`src/rtl/async_to_sync_ctrl.sv`:
```
// async_to_sync_ctrl
// Receive side of a 4-phase req/ack bundled-data bridge. Each word arrives
// on async_req/async_d, asynchronous to clock. The block presents it on a
// synchronous valid/ready interface and returns async_ack only after the
// local consumer has taken it.
//
// async_req passes through SYNC_STAGE flops (legal range 1..4). The FSM acts
// on the level of the last flop (req_s), not on an edge. A new request can
// therefore never alias the previous one: ack only falls once req_s is low,
// and the sender only raises req again after it sees ack low.
//
// Optional feature: define ASYNC_TO_SYNC_TIMEOUT_EN to add the TIMEOUT_CYCLES
// parameter and a sticky timeout_err output. timeout_err flags a sender that
// holds req high for too long after ack. The default build omits both.

module async_to_sync_ctrl #(
    parameter int DATA_WIDTH     = 8,
    parameter int SYNC_STAGE     = 2
`ifdef ASYNC_TO_SYNC_TIMEOUT_EN
    ,
    parameter int TIMEOUT_CYCLES = 1024
`endif
) (
    input  logic                  clock,
    input  logic                  reset,
    input  logic                  async_req,
    output logic                  async_ack,
    input  logic [DATA_WIDTH-1:0] async_d,
    output logic                  sync_valid,
    input  logic                  sync_ready,
    output logic [DATA_WIDTH-1:0] sync_d
`ifdef ASYNC_TO_SYNC_TIMEOUT_EN
    ,
    output logic                  timeout_err
`endif
);

    typedef enum logic [1:0] {
        ST_IDLE  = 2'd0,
        ST_VALID = 2'd1,
        ST_ACK   = 2'd2
    } state_t;

    state_t                state_q;
    logic                  ack_q;
    logic                  valid_q;
    logic [DATA_WIDTH-1:0] data_q;
    logic                  req_s;

    // ------------------------------------------------------------------
    // Request synchroniser: one flop per stage. Stage 0 samples the raw
    // asynchronous input, and each later stage samples the one before it.
    // ------------------------------------------------------------------
    for (genvar gi = 0; gi < SYNC_STAGE; gi++) begin : g_sync
        logic stage_q;
        logic stage_d;

        if (gi == 0) begin : g_first
            assign stage_d = async_req;
        end else begin : g_chain
            assign stage_d = g_sync[gi-1].stage_q;
        end

        // Shift the request level one stage toward the local domain.
        always_ff @(posedge clock or negedge reset) begin
            if (!reset) begin
                stage_q <= 1'b0;
            end else begin
                stage_q <= stage_d;
            end
        end
    end

    assign req_s = g_sync[SYNC_STAGE-1].stage_q;

    // ------------------------------------------------------------------
    // Handshake FSM. All outputs come straight from flops, so async_ack is
    // glitch-free toward the remote domain.
    // IDLE : wait for req_s high, then capture async_d.
    //        async_d is guaranteed stable here: the sender holds it from
    //        req rise until it sees ack rise.
    // VALID: hold the word until the consumer takes it.
    // ACK  : raise ack and wait for the request to be withdrawn.
    // ------------------------------------------------------------------
    // Advance the handshake and update the registered outputs.
    always_ff @(posedge clock or negedge reset) begin
        if (!reset) begin
            state_q <= ST_IDLE;
            ack_q   <= 1'b0;
            valid_q <= 1'b0;
            data_q  <= '0;
        end else begin
            case (state_q)
                ST_IDLE: begin
                    if (req_s) begin
                        data_q  <= async_d;
                        valid_q <= 1'b1;
                        state_q <= ST_VALID;
                    end
                end
                ST_VALID: begin
                    // No timeout here: a stalled consumer simply stalls the sender.
                    if (sync_ready) begin
                        valid_q <= 1'b0;
                        ack_q   <= 1'b1;
                        state_q <= ST_ACK;
                    end
                end
                ST_ACK: begin
                    if (!req_s) begin
                        ack_q   <= 1'b0;
                        state_q <= ST_IDLE;
                    end
                end
                default: begin
                    // Recover from an unreachable encoding into a clean idle state.
                    ack_q   <= 1'b0;
                    valid_q <= 1'b0;
                    state_q <= ST_IDLE;
                end
            endcase
        end
    end

    assign async_ack  = ack_q;
    assign sync_valid = valid_q;
    assign sync_d     = data_q;

`ifdef ASYNC_TO_SYNC_TIMEOUT_EN
    // ------------------------------------------------------------------
    // ACK-phase watchdog. The counter restarts on every entry to ACK and
    // saturates at TIMEOUT_CYCLES-1. Once it is saturated and req_s is
    // still high, the error flag is set. The flag stays set until reset,
    // and it never changes how the FSM behaves.
    // ------------------------------------------------------------------
    localparam int CNT_W = (TIMEOUT_CYCLES > 2) ? $clog2(TIMEOUT_CYCLES) : 1;
    localparam logic [CNT_W-1:0] CNT_MAX = CNT_W'(TIMEOUT_CYCLES - 1);

    logic [CNT_W-1:0] cnt_q;
    logic [CNT_W-1:0] cnt_d;
    logic             err_q;

    // Next counter value: clear on entry to ACK, count while in ACK, saturate.
    always_comb begin
        cnt_d = cnt_q;
        if ((state_q == ST_VALID) && sync_ready) begin
            cnt_d = '0;
        end else if ((state_q == ST_ACK) && (cnt_q != CNT_MAX)) begin
            cnt_d = cnt_q + 1'b1;
        end
    end

    // Register the counter and the sticky timeout flag.
    always_ff @(posedge clock or negedge reset) begin
        if (!reset) begin
            cnt_q <= '0;
            err_q <= 1'b0;
        end else begin
            cnt_q <= cnt_d;
            if ((state_q == ST_ACK) && req_s && (cnt_q == CNT_MAX)) begin
                err_q <= 1'b1;
            end
        end
    end

    assign timeout_err = err_q;
`endif

endmodule
```
`config.mk`:
```
export PLATFORM = sky130hd
export DESIGN_NAME = async_to_sync_ctrl
export DESIGN_NICKNAME = d
export VERILOG_FILES = /design/src/rtl/async_to_sync_ctrl.sv
export SDC_FILE = /design/constraint.sdc
export NUM_CORES = 1
export LEC_CHECK = 0
export BUFFER_PORTS_ARGS = -buffer_cell sky130_fd_sc_hd__buf_2
export CORE_MARGIN = 4
export CORE_UTILIZATION = 30
export DETAILED_ROUTE_END_ITERATION = 8
export PLACE_DENSITY = 0.55
export SLEW_MARGIN = 10
export SYNTH_ARGS = -nofsm -noshare
export SYNTH_HDL_FRONTEND = slang
export SYNTH_SLANG_ARGS = --single-unit
```
`constraint.sdc`:
```
create_clock -name clock -period 3 [get_ports clock]
set_input_delay 0.15 -clock clock [delete_from_list [all_inputs] [get_ports clock]]
set_output_delay 0.15 -clock clock [all_outputs]
set_load 0.02 [all_outputs]
```
==> flow_summary.toml <==
[floorplanning]
dieArea_sq_um = 2610
ios = 22
rows = 15
initial_core_util_pct = 32.0
die_h_microns = 51.1
core_sq_um = 1750
die_x_microns = 51.1

[power]
irDropWorstVdd_mv = 0.533
power.switching_fraction_pct = 35.8
p_leak_nw = 0.370
p_sw_mw = 0.287
power_frac_comb_pct = 42.4
seqPwrFrac_pct = 41.4
p_int_mw = 0.515
p_clk_share_pct = 16.2
p_per_area_nw_per_um2 = 1090

[placement]
routabilityCongestion = 0.743
io_buffer_count = 21
placedCellCount = 82
place_area_sq_um = 683

[critical_path]
cp_slowest_cell = "dfrtp_1"
required_ns = 3.16
reg2reg_depth = 3
r2r_end = "sync_d[3]"
crit_start = "state_q[0]"
cp-start-kind = "register"
r2r_start = "state_q[0]"
worst-setup-path-type = "reg -> reg"
worst_setup_path_end_kind = "register"
arrival_ns = 1.58
path_cells = "nor2b_2 > nor2b_4 > mux2_4"
critical-path-top-delay-family = "simple AND/OR/NAND/NOR gates"
reg2reg_slack_ns = 1.57
crit_buf_inv = 0
path_max_fanout = 8
cpPeakStageDelay_ns = 0.43

[grt]
grtUsageTotal_pct = 8.72
antenna_found_initial = 0
grt_pass1_vias = 376
grt_max_degree = 15
overflow = 0
grt_pass1_wl_microns = 1590

[cts]
postCtsSetupRepairBufs = 0
h-tree-depth = 1
ctsResizeCount = 0
cts_made_buffers = 3
clock_sinks = 14
path_clk_slew_ns = 0.08
clk_root_buffer_cell = "clkbuf_4"
cts_max_path_buffers = 2
cts_tree = "built"
insertion_delay_ns = 0.27

[synthesis]
synth_area_leaders = "dfrtp_1 63%, mux2_4 22%, o21ai_0 2.7%"
synth_area_leader_cell = "dfrtp_1"
ys_ff_latch = 14
syn_area_sq_um = 558
ys_seq_area_share_pct = 62.8
synth_top_area_share_pct = 62.8
synth.avg_cell_area_sq_um = 15.1
synth_cell_types = 11
ys_warn_count = 0
synth_nets = 49
netlist_instances = 37

[finish]
diodes = 0
mostFrequentLayoutCells = "21 x buf_2, 14 x dfrtp_1, 8 x mux2_4"
drive_above_1_share_pct = 55.6
fillers = 169
utilization_pct = 42.4
nets = 76
syn_to_final_growth_pct = 32.5
final_common_cell = "buf_2"
design_area_sq_um = 739
fin_cells = 88

[timing]
tightest_slew_ns = 0.332
hold_viol_final = 0
slew_headroom_pct = 77.8
period_share_pct = 47.5
finalSetupTns_ns = 0
fmax_mhz = 701
rsz0062_at_grt = "no"
fin_skew_ns = 0.00618
setup_viol = 0
maxSlewViolCount = 0
min_period_ns = 1.43

[detailed_routing]
drt-vias-per-instance = 4.11
drt-pass1-iter-count = 3
drt-initial-drc-count = 3
drc_errors = 0
route.antenna.remaining_nets = 0
num_vias = 362
wirelength_microns = 957
wire_per_inst_microns = 10.9

[flow_run]
maxCapViolations = 0

[worst_hold_path]
hold_path_class = "in -> reg"
hold_end = "sync_d[7]"
whs_path_depth = 2
min_from = "async_d[7]"

[status]
outcome = "complete, no violations"
## worst max path at each step
| stage | end | slack, ns | depth (start not counted) |
|---|---|---|---|
| 2_1_floorplan | sync_d[0] | 1.73 | 4 |
| 3_3_place_gp | sync_d[4] | 1.61 | 3 |
| 3_5_place_dp | sync_d[7] | 1.57 | 3 |
| 4_1_cts | sync_d[6] | 1.57 | 3 |
| 5_1_grt | sync_d[7] | 1.50 | 3 |
| 6_report | sync_d[3] | 1.57 | 3 |
## per-stage QoR
stage	hold slack, ns	power, mW	worst slack, ns
3_5_place_dp	0.0589	0.679	1.57
2_1_floorplan	-0.146	0.581	1.73
3_3_place_gp	0.0580	0.676	1.61
5_1_grt	0.0996	0.854	1.50
4_1_cts	0.0951	0.815	1.57
6_report	0.103	0.802	1.57
## cell usage after synthesis (all sizes together)
library cell / instances
o21ai: 3
nor2b: 2
nand2: 3
buf: 1
dfrtp: 14
inv: 2
o22ai: 1
mux2: 8
a21oi: 2
nor2: 1
## registers in the layout, indices dropped and copies added, names as in the netlist
name,cells
sync_d,8
g_sync.stage_q,2
state_q,2
async_ack,1
sync_valid,1
## logic make-up (layout without fill, tap and decap cells)
logic type,Yosys count,after routing,synth area share (%)
flip-flops,14,14,62.8
AO/OA/AOI/OAI,6,6,5.61
AND/OR/NAND/NOR,6,6,6.73
multiplexers,8,8,21.5
buffers and inverters,3,29,3.36
## power groups by stage
stage | Clock (mW) | Sequential [mW] | Combinational (mW)
5_1_grt | 0.144 | 0.347 | 0.363
3_5_place_dp | 0 | 0.334 | 0.346
2_1_floorplan | 0 | 0.416 | 0.165
3_3_place_gp | 0 | 0.336 | 0.340
4_1_cts | 0.136 | 0.333 | 0.346
6_report | 0.130 | 0.332 | 0.341
## worst reg2reg max path, stage by stage, from the launching register on
cell	delay, ns
dfrtp_1	0.43
nor2b_2	0.19
nor2b_4	0.37
mux2_4	0.33
## cell type report
| cell class | count | area [sq um] | area share, % |
|---|---|---|---|
| Clock buffer | 4 | 36.3 | 4.91 |
| Inverter | 2 | 7.51 | 1.02 |
| Multi-Input combinational cell | 20 | 189 | 25.5 |
| Sequential cell | 14 | 350 | 47.4 |
| Tap cell | 25 | 31.3 | 4.23 |
| Timing Repair Buffer | 23 | 125 | 16.9 |
## what timing repair did
item	CTS	global route
endpoints found under the hold margin	15	0
setup endpoints to repair	0	0
hold buffers	2	0
## metal layers
metal	wire, microns	vias up	part of all wire [%]	GRT usage, %
met2	428	16	45	13.3
met5	0	-	0	0
met3	80	0	8.4	3.50
met4	0	0	0	5.38
met1	448	169	47	10.1
li1	-	177	-	-
No activity file was read; power rests on OpenSTA's default activity.
